==> src/rtl/sensor_poll_sequencer.sv <==
// Frame scheduler: divides the 1 MHz clock down to the frame rate and, on each
// frame tick, walks the enabled sensor slots with a bounded req/ack handshake.
module sensor_poll_sequencer #(
    parameter int DIV_COUNT = 100000,
    parameter int NUM_SLOTS = 4,
    parameter int TIMEOUT   = 2000
) (
    input  logic                 CLK_1MHZ_IN,
    input  logic                 NSYSRESET,
    input  logic                 ENABLE,
    input  logic [NUM_SLOTS-1:0] SLOT_MASK,
    input  logic [NUM_SLOTS-1:0] ACK,
    input  logic                 ERR_CLR,
    output logic [NUM_SLOTS-1:0] REQ,
    output logic                 FRAME_TICK,
    output logic                 CLK_10HZ_OUT,
    output logic [16:0]          counter,
    output logic                 BUSY,
    output logic [NUM_SLOTS-1:0] TIMEOUT_ERR,
    output logic                 FRAME_OVERRUN,
    output logic [15:0]          FRAME_COUNT
);

    localparam int IW = $clog2(NUM_SLOTS + 1);
    localparam int WW = $clog2(TIMEOUT + 1);
    localparam logic [16:0]   CNT_LAST = 17'(DIV_COUNT - 1);
    localparam logic [16:0]   CNT_HALF = 17'(DIV_COUNT / 2);
    localparam logic [WW-1:0] WAIT_MAX = WW'(TIMEOUT);

    typedef enum logic [1:0] {ST_IDLE, ST_SCAN, ST_REQ, ST_GAP} state_e;

    state_e               state_q, state_d;
    logic [16:0]          cnt_q, cnt_d;
    logic                 tick_q, tick_d;
    logic                 clk10_q, clk10_d;
    logic [15:0]          frame_count_q, frame_count_d;
    logic [NUM_SLOTS-1:0] mask_q, mask_d;
    logic [NUM_SLOTS-1:0] req_q, req_d;
    logic [NUM_SLOTS-1:0] err_q, err_d, err_set;
    logic                 ovr_q, ovr_d;
    logic                 busy_q, busy_d;
    logic [IW-1:0]        idx_q, idx_d;
    logic [IW-1:0]        slot_q, slot_d;
    logic [WW-1:0]        wait_q, wait_d;
    logic                 found;
    logic [IW-1:0]        sel;

    // Timebase runs independently of ENABLE; the square wave and tick are
    // registered from the next counter value so they line up with counter.
    always_comb begin
        cnt_d         = (cnt_q == CNT_LAST) ? 17'd0 : cnt_q + 17'd1;
        tick_d        = (cnt_q == CNT_LAST);
        clk10_d       = (cnt_d < CNT_HALF);
        frame_count_d = tick_d ? frame_count_q + 16'd1 : frame_count_q;
    end

    always_comb begin
        found = 1'b0;
        sel   = '0;
        for (int i = 0; i < NUM_SLOTS; i++) begin
            if (!found && mask_q[i] && (IW'(i) >= idx_q)) begin
                found = 1'b1;
                sel   = IW'(i);
            end
        end
    end

    always_comb begin
        state_d = state_q;
        mask_d  = mask_q;
        req_d   = req_q;
        idx_d   = idx_q;
        slot_d  = slot_q;
        wait_d  = wait_q;
        err_set = '0;
        case (state_q)
            ST_IDLE: begin
                if (tick_q && ENABLE) begin
                    mask_d = SLOT_MASK;
                    idx_d  = '0;
                    // An empty mask would only bounce through SCAN; stay idle.
                    if (|SLOT_MASK) state_d = ST_SCAN;
                end
            end
            ST_SCAN: begin
                if (found) begin
                    req_d   = NUM_SLOTS'(1) << sel;
                    slot_d  = sel;
                    wait_d  = WW'(1);
                    state_d = ST_REQ;
                end else begin
                    state_d = ST_IDLE;
                end
            end
            ST_REQ: begin
                if (|(req_q & ACK)) begin
                    req_d   = '0;
                    state_d = ST_GAP;
                end else if (wait_q == WAIT_MAX) begin
                    req_d   = '0;
                    err_set = req_q;
                    state_d = ST_GAP;
                end else begin
                    wait_d = wait_q + WW'(1);
                end
            end
            ST_GAP: begin
                idx_d   = slot_q + IW'(1);
                state_d = ST_SCAN;
            end
            default: state_d = ST_IDLE;
        endcase
        if (!ENABLE && state_q != ST_IDLE) begin
            state_d = ST_IDLE;
            req_d   = '0;
            err_set = '0;
        end
    end

    // Sticky flags: a set on the same edge as a clear survives the clear.
    always_comb begin
        err_d  = (err_q & ~{NUM_SLOTS{ERR_CLR}}) | err_set;
        ovr_d  = (ovr_q & ~ERR_CLR) | (tick_q && state_q != ST_IDLE);
        busy_d = (state_d != ST_IDLE);
    end

    always_ff @(posedge CLK_1MHZ_IN or negedge NSYSRESET) begin
        if (!NSYSRESET) begin
            state_q       <= ST_IDLE;
            cnt_q         <= '0;
            tick_q        <= 1'b0;
            clk10_q       <= 1'b0;
            frame_count_q <= '0;
            mask_q        <= '0;
            req_q         <= '0;
            err_q         <= '0;
            ovr_q         <= 1'b0;
            busy_q        <= 1'b0;
            idx_q         <= '0;
            slot_q        <= '0;
            wait_q        <= '0;
        end else begin
            state_q       <= state_d;
            cnt_q         <= cnt_d;
            tick_q        <= tick_d;
            clk10_q       <= clk10_d;
            frame_count_q <= frame_count_d;
            mask_q        <= mask_d;
            req_q         <= req_d;
            err_q         <= err_d;
            ovr_q         <= ovr_d;
            busy_q        <= busy_d;
            idx_q         <= idx_d;
            slot_q        <= slot_d;
            wait_q        <= wait_d;
        end
    end

    assign REQ           = req_q;
    assign FRAME_TICK    = tick_q;
    assign CLK_10HZ_OUT  = clk10_q;
    assign counter       = cnt_q;
    assign BUSY          = busy_q;
    assign TIMEOUT_ERR   = err_q;
    assign FRAME_OVERRUN = ovr_q;
    assign FRAME_COUNT   = frame_count_q;

endmodule

==> config.mk <==
export PLATFORM = sky130hd
export DESIGN_NAME = sensor_poll_sequencer
export DESIGN_NICKNAME = d
export VERILOG_FILES = /design/src/rtl/sensor_poll_sequencer.sv
export SDC_FILE = /design/constraint.sdc
export NUM_CORES = 1
export LEC_CHECK = 0
export CORE_MARGIN = 2
export CORE_UTILIZATION = 45
export DETAILED_ROUTE_END_ITERATION = 16
export DONT_BUFFER_PORTS = 1
export GPL_TIMING_DRIVEN = 0
export PLACE_DENSITY = 0.72
export SLEW_MARGIN = 40
export SYNTH_ARGS = -nofsm -noshare
export SYNTH_HDL_FRONTEND = slang
export SYNTH_SLANG_ARGS = --single-unit
==> constraint.sdc <==
create_clock -name CLK_1MHZ_IN -period 2.3 [get_ports CLK_1MHZ_IN]
set_input_delay 0.46 -clock CLK_1MHZ_IN [delete_from_list [all_inputs] [get_ports CLK_1MHZ_IN]]
set_output_delay 0.46 -clock CLK_1MHZ_IN [all_outputs]
set_load 0.005 [all_outputs]
==> results of run 1 <==
power groups by stage:
stage	Combinational (mW)	Sequential, mW	Clock, mW
CTS	0.0316	1.18	1.02
global placement	0.000565	1.20	0
detailed placement	0.000564	1.20	0
finish	0.0292	1.18	0.978
floorplan	0.000545	1.20	0
global route	0.0351	1.18	1.07
worst paths after layout:
check                            from         endpoint  slack [ps]
min                           ERR_CLR    FRAME_OVERRUN         210
max in group asynchronous   NSYSRESET  FRAME_COUNT[11]        1350
max                        counter[0]     CLK_10HZ_OUT         130
min reg2reg                 wait_q[9]        wait_q[9]         490
max reg2reg                counter[0]     CLK_10HZ_OUT         130
min in group asynchronous   NSYSRESET    FRAME_OVERRUN         650
cell type report:
| cell class | count | share of cell area |
|---|---|---|
| Inverter | 17 | 0.01717 |
| Buffer | 7 | 0.009091 |
| Sequential cell | 67 | 0.4512 |
| Tap cell | 99 | 0.03333 |
| Timing Repair Buffer | 3 | 0.01212 |
| Clock inverter | 6 | 0.01751 |
| Clock buffer | 10 | 0.03704 |
| Multi-Input combinational cell | 239 | 0.4226 |
timing repair:
item,in CTS,in global routing
endpoints found under the setup margin,0,14
buffers inserted,0,1
hold buffers,2,0
hold endpoints to repair,67,0
gates resized for setup,0,2
per-layer routing:
layer | wire [um] | vias up
met4 | 146 | 0
li1 | - | 1164
met5 | 0 | -
met2 | 2917 | 61
met1 | 2884 | 1144
met3 | 406 | 12
metrics by stage:
stage	worst slack, ps	utilization	hold WS (ps)	setup TNS [ps]	cell area, um^2
after CTS	1.037	0.5130	195.8	0	3701
after global placement	57.16	0.4797	165.7	0	3461
final	128.0	0.5151	213.2	0	3716
after floorplan	322.5	-	164.4	0	3337
after detailed placement	27.77	0.4797	165.7	0	3461
after global routing	-27.07	0.5151	202.3	-27.07	3716
cells by family after synthesis:
| logic type | after synthesis | share of synthesized area |
|---|---|---|
| buffers and inverters | 24 | 0.02924 |
| AND/OR/NAND/NOR | 144 | 0.2351 |
| adder cells (fa/ha/maj) | 5 | 0.01875 |
| AO/OA/AOI/OAI | 41 | 0.07836 |
| multiplexers | 11 | 0.03637 |
| flip-flops | 67 | 0.5024 |
| XOR/XNOR | 38 | 0.09974 |
flip-flops by register name, summed over array words and instances, names as in the netlist:
name	flops
BUSY	1
slot_q	2
idx_q	3
REQ	4
state_q	2
wait_q	11
FRAME_TICK	1
CLK_10HZ_OUT	1
counter	17
FRAME_OVERRUN	1
FRAME_COUNT	16
mask_q	4
TIMEOUT_ERR	4
cells in the final DEF (no fill, tap or decap), types with 5 or more instances in the layout:
| cell type | count |
|---|---|
| xnor2_1 | 20 |
| xor2_1 | 18 |
| nand2_1 | 28 |
| and3_1 | 5 |
| inv_1 | 17 |
| clkbuf_8 | 10 |
| o21ai_0 | 12 |
| ha_1 | 5 |
| mux2_2 | 9 |
| nor3_1 | 11 |
| nor2_1 | 36 |
| nand3_1 | 21 |
| a21oi_1 | 9 |
| nor2b_1 | 6 |
| dfrtp_1 | 67 |
==> summary.md, run 1 <==
| Metric | Value |
|---|---|
| Status | `completed` |
| Largest net degree at the start of global routing | `68` |
| IO Pins | `57` |
| Clk buf depth | `2` |
| Most instantiated cells after synthesis | `dfrtp_1 (67), nor2_1 (37), nand2_1 (28)` |
| Area leader, netlist | `dfrtp_1` |
| Max cap viols | `0` |
| Synth area leaders | `dfrtp_1 (50%), xnor2_1 (5.2%), xor2_1 (4.7%)` |
| DR pass1 iterations | `4` |
| Grt total ovfl | `0` |
| #FFs+latches synth | `67` |
| Fraction of registers with async set/reset | `1.000` |
| Met2 Track Usage GR | `0.2600` |
| WP data arrival | `~2400 ps` |
| Final Hold Fails | `0` |
| Post-route insts no fill | `448` |
| Slowest stage delay, CP | `420 ps` |
| Final #Nets | `~360` |
| All-Layer GR Usage | `0.1684` |
| Crit-path max FO | `7` |
| Seq pwr share | `0.539` |
| Post-synth EDFFs | `0` |
| Grt met3 use | `0.05113` |
| H-Tree Depth | `3` |
| Final Power | `~2.2 mW` |
| Startpoint Class | `flip-flop` |
| Sw Ratio | `0.2158` |
| WP data required | `2560 ps` |
| Register area share after synthesis | `0.5024` |
| Register-to-Register Path Depth | `7` |
| CTS sink count | `67` |
| DR vias | `2381` |
| DR WL/cell | `between 10 and 15 um` |
| Crit. End Element | `flip-flop` |
| Top delay family on crit path | `simple AND/OR/NAND/NOR gates` |
| Initial DRC Count | `113` |
| DRC viols | `0` |
| Int Pwr | `roughly 1.7 mW` |
| Max Clock Skew | `about 9.4 ps` |
| Vias in the first global route | `around 2300` |
| Row count | `31` |
| Worst slew margin | `0.6460` |
| Hold path cells | `1` |
| Crit path depth | `7` |
| Cells after synthesis | `330` |
| Worst VDD drop | `roughly 270 uV` |
| Clk pwr share | `0.448` |
| Setup-failing EPs final | `0` |
| Drt total wl | `6354 um` |
| Power density cells | `roughly 590 nW/um^2` |
| Initial antenna violation count | `0` |
| Pins over their slew limit | `0` |
| Switch Pwr | `between 0.4 and 0.5 mW` |
| Hold Crit Class | `in2reg` |
| Syn avg cell area | `about 10 um^2` |
| Synth Flop Type | `dfrtp_1` |
| # diodes | `0` |
| Max Freq | `approximately 0.46 GHz` |
| Period utilization | `0.9443` |
| DRT antenna net count | `0` |
| Initial Utilization | `0.4625` |
| Combined area of the multi-input logic cells | `approximately 1600 um^2` |
| RePlAce Congestion | `~0.86` |
| Share of cells above drive strength 1 | `0.1175` |
| Area growth, synth to finish | `11.36%` |
| CP bufs+invs | `0` |
| RSZ-0062 raised after global routing | `true` |
| Ys Warns | `0` |
| Worst path cell trace | `ha_1 > nand4_2 > nor3_2 > and4_1 > o21ai_0 > a2bb2o_1 > a21oi_1` |
| Register area | `~1700 um^2` |
| Core Area | `between 7000 and 8000 um^2` |
| Setup CP Type | `reg2reg` |
| Slowest cell on crit path | `dfrtp_1` |
| Port bufs | `0` |
| Met1 usage | `0.2196` |
| Clk Latency, worst-skew pair | `approximately 340 ps` |
| Cell with the most instances after synthesis | `dfrtp_1` |
| Reg clk slew, reported paths | `~80 ps` |
| Die Wd | `90.11 um` |
| Clock buffer count from CTS | `9` |
| Tmin final | `around 2200 ps` |
| Leakage | `around 1.7 nW` |
| Chip height | `~90 um` |
| Fillers | `between 600 and 700` |
| Post-DP HPWL | `roughly 4500 um` |
| Synth cell types | `48` |
| Placed instance count | `429` |
| Top cell type's share of synthesized area | `0.5024` |
| Mapped Area | `between 3000 and 4000 um^2` |
| Comb power frac | `0.013` |
| Worst-margin pin slew | `529.0 ps` |
| TritonCTS clock tree | `yes` |
| Most Used Layer, Global Route | `met2` |
| CTS root buffer | `clkbuf_8` |
| First-pass GRT wire length | `11140 um` |
| Post-Syn Nets | `~350` |
| Die ar. | `about 8000 um^2` |
| Vias per cell | `roughly 5.3` |
Power figures use the tool's default switching activity.
==> run 2, diff against run 1 <==
--- a/config.mk
+++ b/config.mk
@@ -5,6 +5,7 @@
 export SDC_FILE = /design/constraint.sdc
 export NUM_CORES = 1
 export LEC_CHECK = 0
+export ABC_CLOCK_PERIOD_IN_PS = 2300
 export CORE_MARGIN = 2
 export CORE_UTILIZATION = 45
 export DETAILED_ROUTE_END_ITERATION = 16
==> results of run 2 <==
Same layout as run 1: the final DEF is identical, and so are final timing and power.
==> run 3, diff against run 2 <==
--- a/config.mk
+++ b/config.mk
@@ -8,6 +8,7 @@
 export ABC_CLOCK_PERIOD_IN_PS = 2300
 export CORE_MARGIN = 2
 export CORE_UTILIZATION = 45
+export CTS_CLUSTER_DIAMETER = 150
 export DETAILED_ROUTE_END_ITERATION = 16
 export DONT_BUFFER_PORTS = 1
 export GPL_TIMING_DRIVEN = 0
==> results of run 3 <==
Same layout as run 1: the final DEF is identical, and so are final timing and power.
